===== config.mk =====
export PLATFORM = sky130hd
export DESIGN_NAME = line_option_filter
export DESIGN_NICKNAME = d
export VERILOG_FILES = /design/src/rtl/line_option_filter.sv
export SDC_FILE = /design/constraint.sdc
export NUM_CORES = 1
export LEC_CHECK = 0
export CAP_MARGIN = 0
export CORE_MARGIN = 1
export CORE_UTILIZATION = 56
export DETAILED_ROUTE_END_ITERATION = 8
export PLACE_DENSITY = 0.9
export SLEW_MARGIN = 20
export SYNTH_ARGS = -nofsm -noshare
export SYNTH_HDL_FRONTEND = slang
export SYNTH_SLANG_ARGS = --single-unit

===== constraint.sdc =====
create_clock -name clk -period 4.7 [get_ports clk]
set_input_delay 0.94 -clock clk [delete_from_list [all_inputs] [get_ports clk]]
set_output_delay 0.94 -clock clk [all_outputs]
set_load 0.05 [all_outputs]

===== src/rtl/line_option_filter.sv =====
// line_option_filter: filters line options against known cells, re-queues survivors one cycle after acceptance and commits merged cell knowledge two cycles after the last option; ready_out drops only during the COMMIT cycle.
// Define CONTRADICTION_DETECT_EN to flag a zero-survivor line as a contradiction (keeping the sampled knowledge) instead of committing it.
module line_option_filter #(
  parameter int MAX_LEN = 11,
  parameter int CNT_W   = 7,
  localparam int LEN_W  = $clog2(MAX_LEN + 1)
) (
  input  logic               clk,
  input  logic               rst,
  input  logic               valid_in,
  input  logic [MAX_LEN-1:0] option_in,
  output logic               ready_out,
  input  logic [LEN_W-1:0]   line_len,
  input  logic [CNT_W-1:0]   opt_count_in,
  input  logic [MAX_LEN-1:0] known_line,
  input  logic [MAX_LEN-1:0] assigned_line,
  output logic               put_back,
  output logic [MAX_LEN-1:0] new_option,
  output logic               done,
  output logic [MAX_LEN-1:0] line_index,
  output logic [MAX_LEN-1:0] new_known,
  output logic [MAX_LEN-1:0] new_assigned,
  output logic [CNT_W-1:0]   new_count,
  output logic               changed,
  output logic               contradiction
);

  typedef enum logic [1:0] {IDLE, FILTER, COMMIT} state_t;

  state_t             state, state_nxt;
  logic [MAX_LEN-1:0] idx_q, known_q, assigned_q, and_acc, or_acc;
  logic [LEN_W-1:0]   len_q;
  logic [CNT_W-1:0]   remain, surv;
  logic [MAX_LEN-1:0] hdr_mask, lm, cm_known, cm_assigned;
  logic               accept, opt_ok, cm_changed;

  function automatic logic [MAX_LEN-1:0] len_mask(input logic [LEN_W-1:0] len);
    logic [MAX_LEN-1:0] m;
    for (int i = 0; i < MAX_LEN; i++) m[i] = (i < int'(len));
    return m;
  endfunction

  assign hdr_mask = len_mask(line_len);
  assign lm       = len_mask(len_q);
  assign accept   = valid_in && ready_out;
  assign opt_ok   = (((option_in ^ assigned_q) & known_q & lm) == '0);

  always_ff @(posedge clk) begin
    if (rst) state <= IDLE;
    else     state <= state_nxt;
  end

  always_comb begin
    state_nxt = state;
    case (state)
      IDLE:    if (accept) state_nxt = (opt_count_in != '0) ? FILTER : COMMIT;
      FILTER:  if (accept && remain == CNT_W'(1)) state_nxt = COMMIT;
      COMMIT:  state_nxt = IDLE;
      default: state_nxt = IDLE;
    endcase
  end

  // A cell becomes known when every survivor agrees on it (all ones or all zeros).
  always_comb begin
    ready_out   = (state != COMMIT);
    cm_known    = ((and_acc | ~or_acc) & lm) | known_q;
    cm_assigned = and_acc & lm;
`ifdef CONTRADICTION_DETECT_EN
    if (surv == '0) begin
      cm_known    = known_q;
      cm_assigned = assigned_q;
    end
`endif
    cm_changed  = (cm_known != known_q);
  end

  always_ff @(posedge clk) begin
    if (rst) begin
      idx_q        <= '0;
      len_q        <= '0;
      remain       <= '0;
      known_q      <= '0;
      assigned_q   <= '0;
      and_acc      <= '0;
      or_acc       <= '0;
      surv         <= '0;
      put_back     <= 1'b0;
      new_option   <= '0;
      done         <= 1'b0;
      line_index   <= '0;
      new_known    <= '0;
      new_assigned <= '0;
      new_count    <= '0;
      changed      <= 1'b0;
`ifdef CONTRADICTION_DETECT_EN
      contradiction <= 1'b0;
`endif
    end else begin
      put_back <= 1'b0;
      done     <= 1'b0;
      case (state)
        IDLE: if (accept) begin
          idx_q      <= option_in;
          len_q      <= line_len;
          remain     <= opt_count_in;
          known_q    <= known_line & hdr_mask;
          assigned_q <= assigned_line & hdr_mask;
          surv       <= '0;
          and_acc    <= '1;
          or_acc     <= '0;
        end
        FILTER: if (accept) begin
          remain <= remain - CNT_W'(1);
          if (opt_ok) begin
            put_back   <= 1'b1;
            new_option <= option_in & lm;
            and_acc    <= and_acc & option_in;
            or_acc     <= or_acc | option_in;
            surv       <= surv + CNT_W'(1);
          end
        end
        COMMIT: begin
          done         <= 1'b1;
          line_index   <= idx_q;
          new_known    <= cm_known;
          new_assigned <= cm_assigned;
          new_count    <= surv;
          changed      <= cm_changed;
`ifdef CONTRADICTION_DETECT_EN
          contradiction <= (surv == '0);
`endif
        end
        default: ;
      endcase
    end
  end

`ifndef CONTRADICTION_DETECT_EN
  assign contradiction = 1'b0;
`endif

endmodule


==> results.ini, run 1 <==
[yosys]
yosys.area.top_type_share_pct=48.5
synthAdderAreaFrac_pct=0.705
synth_top_family_by_area=simple AND/OR/NAND/NOR gates
syn_area_per_cell_um2=8.27
ys_types=45
synth.area.mux_share_pct=2.44
synth_edf_count=0
async_flop_share_pct=0
yosysTopAreaCell=dfxtp_1
synth_xor_area_share_pct=2.14
yosys.area_share.simple_pct=22.6
synth_compound_area_share_pct=19.0
seq_area_frac_synth_pct=48.5
syn-num-nets=694
synthTopCellsByArea=dfxtp_1 48%, nand2_1 6.8%, a21oi_1 6.6%
ys_ff_latch=129
synthFlopType=dfxtp_1
ys_warn_count=0
syn_inst=644
syn_area_um2=5330

[global_route]
grt_pass1_vias=4931
overflow=0
grt_pass1_wl_um=24800
track_usage_pct=32.2
antenna_found_initial=0
grt_max_degree=77

[setup_path]
crit_required_ps=3760
critPathKind=reg -> out
critPathLaunchType=flip-flop
cp-end-kind=primary output
cp_max_fo=45
critPathArrivalTime_ps=2560

[pwr]
powerDensity_nw_per_um2=427
total_power_mw=2.98
p_leak_nw=2.59
p_switching_uw=878
intPower_mw=2.10
switching_share_pct=29.5
p_comb_share_pct=15.1
ir_worst_vdd_uv=308
seqPwrFrac_pct=40.9
power_frac_clock_pct=43.9

[timing]
finalSetupViolCount=0
fin_crit_sh_pct=74.4
fmax_ghz=0.286
final-hold-violation-count=0
relSlewSlack_pct=39.5
slew_violations=0
fin_setup_tns_ps=0
hold_ws_ps=449
worst_slew_pin_slew_ps=904
rsz0062_at_grt=false
clock_skew_ps=16.2
setup_slack_ps=1200
min_period_ps=3500

[routing]
vias=5185
m1WireLength_um=6050
firstDrtPassIters=6
avgViaCountPerCell=5.96
drt_iter0_markers=419
wl_per_cell_um=17.6
routed.top_layer=met4
drtAntennaViolNets=0
routed_wl_um=15400
route.detailed.drc=0
route.met2.wl_um=7290
dr_wl_met3_um=1480

[layout]
fin_util_pct=75.5
antenna_cells=0
syn_to_final_growth_pct=31.0
nets=778
final_cells=870
drive_gt1_share_pct=7.02
stdcell_area_um2=6980

[clocking]
clock_sinks=129
cts-buffers-inserted=17
cts_resized=0
clkLatencyLatePin_ps=540
holdBufCountCts=0
cts_root_buf=clkbuf_8
cts_buffer_depth=2
postCtsSetupBuffers=0
path_clk_slew_ps=70
ctsHtreeMaxLevel=4
cts_tree=built

[placed_design]
hpwlAfterDp_um=10100
pre_cts_ws_ps=1220
gp_congestion=0.875
dp_cells=838
io_buffer_count=101
placed_area_um2=6390

[outcome]
outcome=complete, no violations

[floorplan]
dieArea_um2=9910
initial_core_util_pct=57.6
num_rows=35
ios=103
die_h_um=99.5
die_w_um=99.5
fp.coreArea_um2=9240

[run]
max-cap-violations=0

[worst_hold_path]
hold_path_class=reg -> reg

==> routing by layer <==
| layer | track usage [%] | vias up |
|---|---|---|
| li1 | - | 2392 |
| met1 | 40.2 | 2422 |
| met2 | 52.4 | 330 |
| met3 | 7.80 | 41 |
| met4 | 15.7 | 0 |
| met5 | 0 | - |
==> logic make-up (layout without fill, tap and decap cells) <==
group / Yosys count / after routing
other: 1 / 1
buffers and inverters: 62 / 159
DFF: 129 / 129
and+or+nand+nor: 263 / 263
xor gates and xnor gates: 13 / 13
muxes: 13 / 13
adders and majority gates: 3 / 3
AOI/OAI and AO/OA: 160 / 160
==> placed cells by master (no fill, tap or decap), types with 3 or more instances in the layout <==
master             n
a22o_1             5
nand2_1           96
mux2i_1           13
nor3_1             8
nor2_1            76
a311oi_1           4
a21o_1             3
nand2b_1          20
buf_4              9
clkinv_4           3
a32o_1             5
dfxtp_1          129
a22oi_1            8
inv_6              6
nand3_1           25
ha_1               3
clkdlybuf4s50_1  100
a21oi_1           70
xor2_1            11
o2bb2ai_1          5
a31oi_1            4
inv_1             18
a211oi_1          20
nor2b_1            5
o21ai_0           18
o22ai_1            6
o32ai_1            3
and3_1             4
or2_2              6
nand3b_1          12
clkbuf_16         16
==> cells in the mapped netlist, types with 3 or more instances <==
cell type,instances
inv_1,18
nor2_1,77
clkbuf_1,38
o22ai_1,6
a211oi_1,20
or2_2,6
xor2_1,11
nor2b_1,6
nand3b_1,12
ha_1,3
a32o_1,5
a31oi_1,4
a21oi_1,70
dfxtp_1,129
buf_2,4
nand2_1,96
a311oi_1,4
o21ai_0,18
and3_1,4
nand3_1,25
a22oi_1,8
o2bb2ai_1,5
a21o_1,3
mux2i_1,13
nand2b_1,20
nor3_1,8
o32ai_1,3
a22o_1,5
==> worst paths after layout <==
path	startpoint	end	slack (ps)	depth (start not counted)
setup / recovery	state[0]$_SDFFE_PP0P_	ready_out	1200	4
hold / removal	idx_q[0]$_SDFFE_PP0P_	line_index[0]$_SDFFE_PP0P_	450	2
setup reg to reg	len_q[1]$_SDFFE_PP0P_	new_option[5]$_SDFFE_PP0P_	1890	7
hold reg to reg	idx_q[0]$_SDFFE_PP0P_	line_index[0]$_SDFFE_PP0P_	450	2
==> area by class of cell <==
class / instances / area [um2]
clock buffer: 17 / 414
clock inverter: 15 / 174
fill: 648 / 2260
inverter: 18 / 67.6
multi-input combinational: 453 / 2510
sequential: 129 / 2580
tap: 129 / 161
timing repair buffer: 109 / 1070
==> state kept, by name (all words and copies together) (netlist names), 2 cells and up <==
| register | count |
|---|---|
| remain | 7 |
| line_index | 11 |
| new_count | 7 |
| assigned_q | 11 |
| idx_q | 11 |
| known_q | 11 |
| new_option | 11 |
| surv | 7 |
| new_assigned | 11 |
| new_known | 11 |
| and_acc | 11 |
| or_acc | 11 |
| len_q | 4 |
| state | 2 |
==> worst max-delay path, cell delays in order, from the launching register on <==
cell             delay, ps
dfxtp_1                650
nor2b_2                 80
buf_4                  310
inv_1                  150
clkdlybuf4s50_1        810
==> power by group through the flow <==
stage	clock, mW	sequential, mW	combinational, mW
after floorplan	0	1.26	0.252
after global placement	0	1.23	0.427
after detailed placement	0	1.24	0.437
after CTS	1.31	1.22	0.442
after global routing	1.37	1.22	0.486
final	1.31	1.22	0.450
Power figures use the tool's default switching activity.
==> run 2, diff against run 1 <==
--- a/config.mk
+++ b/config.mk
@@ -7,9 +7,9 @@
 export LEC_CHECK = 0
 export CAP_MARGIN = 0
 export CORE_MARGIN = 1
-export CORE_UTILIZATION = 56
+export CORE_UTILIZATION = 47
 export DETAILED_ROUTE_END_ITERATION = 8
-export PLACE_DENSITY = 0.9
+export PLACE_DENSITY = 0.81
 export SLEW_MARGIN = 20
 export SYNTH_ARGS = -nofsm -noshare
 export SYNTH_HDL_FRONTEND = slang
==> constraint.sdc (replaced) <==
create_clock -name clk -period 3.2 [get_ports clk]
set_input_delay 0.64 -clock clk [delete_from_list [all_inputs] [get_ports clk]]
set_output_delay 0.64 -clock clk [all_outputs]
set_load 0.05 [all_outputs]
==> run 2 against run 1 <==
Against the previous run: sequential power up 47%; total power up 50%; sequential cell count unchanged; combinational power up 51%; clock-buffer cell count up 7; wire length up 0.29%; utilization down 11 points; cell area up 1.7%; worst setup slack worse by 630 ps; worst hold slack better by 0.54 ps; largest cell class unchanged.
==> results.ini, run 2 (synthesis gave the netlist of run 1 again) <==
[clocking]
clock_sinks=129  ; unchanged
clkLatencyLatePin_ps=410  ; was 540 ps
ctsHtreeMaxLevel=4  ; unchanged
cts_root_buf=clkbuf_16  ; was clkbuf_8
holdBufCountCts=0  ; unchanged
postCtsSetupBuffers=0  ; unchanged
cts-buffers-inserted=17  ; unchanged
cts_tree=built  ; unchanged
path_clk_slew_ps=50  ; was 70 ps
cts_resized=0  ; unchanged
cts_buffer_depth=2  ; unchanged

[outcome]
outcome=complete, no violations  ; unchanged

[timing]
worst_slew_pin_slew_ps=622  ; was 904 ps
min_period_ps=2620
finalSetupViolCount=0  ; unchanged
rsz0062_at_grt=false  ; unchanged
final-hold-violation-count=0  ; unchanged
fin_setup_tns_ps=0  ; unchanged
fin_crit_sh_pct=82.0
relSlewSlack_pct=58.4  ; was 39.5%
fmax_ghz=0.381
slew_violations=0  ; unchanged
setup_slack_ps=576  ; was 1200 ps
clock_skew_ps=8.33  ; was 16.2 ps

[setup_path]
cp_top_family=simple AND/OR/NAND/NOR gates  ; was buffers and inverters
slowest_delay_ps=630  ; was 810 ps
cp_max_fo=10  ; was 45
critPathKind=reg -> reg  ; was reg -> out
startpoint=len_q[1]$_SDFFE_PP0P_  ; was state[0]$_SDFFE_PP0P_
cp_slowest_cell=or4_1  ; was clkdlybuf4s50_1
critPathArrivalTime_ps=2940  ; was 2560 ps
critPathLaunchType=flip-flop  ; unchanged
path_cells=or4_1 -> and3_1 -> a311o_1 -> nor4_4 -> buf_4 -> nand3b_1 -> o22ai_1  ; was nor2b_2 -> buf_4 -> inv_1 -> clkdlybuf4s50_1
cp-end-kind=flip-flop  ; was primary output
r2r-start=len_q[1]$_SDFFE_PP0P_  ; unchanged
crit_required_ps=3520  ; was 3760 ps
worst-path-buf-inv=1  ; was 3
reg2reg_slack_ps=580  ; was 1890 ps

[placed_design]
hpwlAfterDp_um=10500  ; was 10100 um
io_buffer_count=101  ; unchanged
gp_congestion=0.886  ; was 0.875
pre_cts_ws_ps=281  ; was 1220 ps
dp_cells=858  ; was 838

[routing]
drtAntennaViolNets=0  ; unchanged
avgViaCountPerCell=5.73  ; was 5.96
drt_iter0_markers=436  ; was 419
route.detailed.drc=0  ; unchanged
vias=5101  ; was 5185
routed_wl_um=15400  ; about the same
firstDrtPassIters=5  ; was 6
wl_per_cell_um=17.3  ; was 17.6 um

[layout]
final_cells=890  ; was 870
antenna_cells=0  ; unchanged
nets=787  ; was 778
syn_to_final_growth_pct=33.2  ; was 31.0%
final_cell_mix=129 x dfxtp_1, 99 x clkdlybuf4s50_1, 96 x nand2_1  ; was 129 x dfxtp_1, 100 x clkdlybuf4s50_1, 96 x nand2_1
drive_gt1_share_pct=7.87  ; was 7.02%
final_common_cell=dfxtp_1  ; unchanged

[pwr]
p_switching_mw=1.20  ; was 878 uW
p_leak_nw=2.64  ; was 2.59 nW
seqPwrFrac_pct=40.0  ; was 40.9%
powerDensity_nw_per_um2=630  ; was 427 nW/um2
p_comb_share_pct=15.2  ; was 15.1%
ir_worst_vdd_uv=414  ; was 308 uV
power_frac_clock_pct=44.8  ; was 43.9%
switching_share_pct=26.9  ; was 29.5%
intPower_mw=3.27  ; was 2.10 mW

[global_route]
grt_max_degree=51  ; was 77
track_usage_pct=27.2  ; was 32.2%
overflow=0  ; unchanged
grt_pass1_wl_um=24400  ; was 24800 um
antenna_found_initial=0  ; unchanged
grt_pass1_vias=4843  ; was 4931

[floorplan]
ios=103  ; unchanged
die_w_um=108  ; was 99.5 um
dieArea_um2=11800  ; was 9910 um2
num_rows=38  ; was 35
initial_core_util_pct=48.7  ; was 57.6%
die_h_um=108  ; was 99.5 um
fp.coreArea_um2=10900  ; was 9240 um2

[run]
max-cap-violations=0  ; unchanged

[worst_hold_path]
hold_path_class=reg -> reg  ; unchanged
worstHoldStart=new_assigned[0]$_SDFFE_PP0P_  ; was idx_q[0]$_SDFFE_PP0P_

==> run 2: routing by layer <==
layer	vias up	wire length, um	global-route usage [%]
met3	34	1370	6.27
met2	260	7350	44.2
met1	2388	6340	34.8
li1	2419	-	-
met5	-	0	0
met4	0	339	10.6
==> run 2: worst paths after layout <==
kind                                  end  cells after the start
min          new_assigned[0]$_SDFFE_PP0P_                      2
min reg2reg  new_assigned[0]$_SDFFE_PP0P_                      2
max                  surv[0]$_SDFFE_PP0P_                      7
max reg2reg          surv[0]$_SDFFE_PP0P_                      7
==> run 2: worst reg2reg max path, cell delays in order, from the launching register on <==
cell	delay, ps
dfxtp_1	400
or4_1	640
and3_1	210
a311o_1	350
nor4_4	200
buf_4	210
nand3b_1	230
o22ai_1	300
==> run 2: stage by stage <==
step	hold WS, ps	total power, mW	utilization, %	cell area (um2)
final	449	4.47	64.9	7100
after global routing	472	4.62	64.9	7100
after detailed placement	445	2.48	59.2	6480
after CTS	452	4.47	64.9	7100
after global placement	442	2.46	59.2	6480
after floorplan	432	2.23	-	5330
==> run 2: layout make-up <==
cell class                      instances  area (um2)
Fill cell                             912        3840
Sequential cell                       129        2580
Multi-Input combinational cell        453        2510
Timing Repair Buffer                  118        1150
Clock buffer                           24         492
Tap cell                              140         175
Clock inverter                          8         126
Inverter                               18        67.6
==> run 2: power groups by stage <==
stage	combinational (mW)	clock (mW)	sequential (mW)
finish	0.680	2.00	1.79
global route	0.732	2.09	1.80
CTS	0.673	2.01	1.79
detailed placement	0.660	0	1.82
global placement	0.645	0	1.82
floorplan	0.370	0	1.86
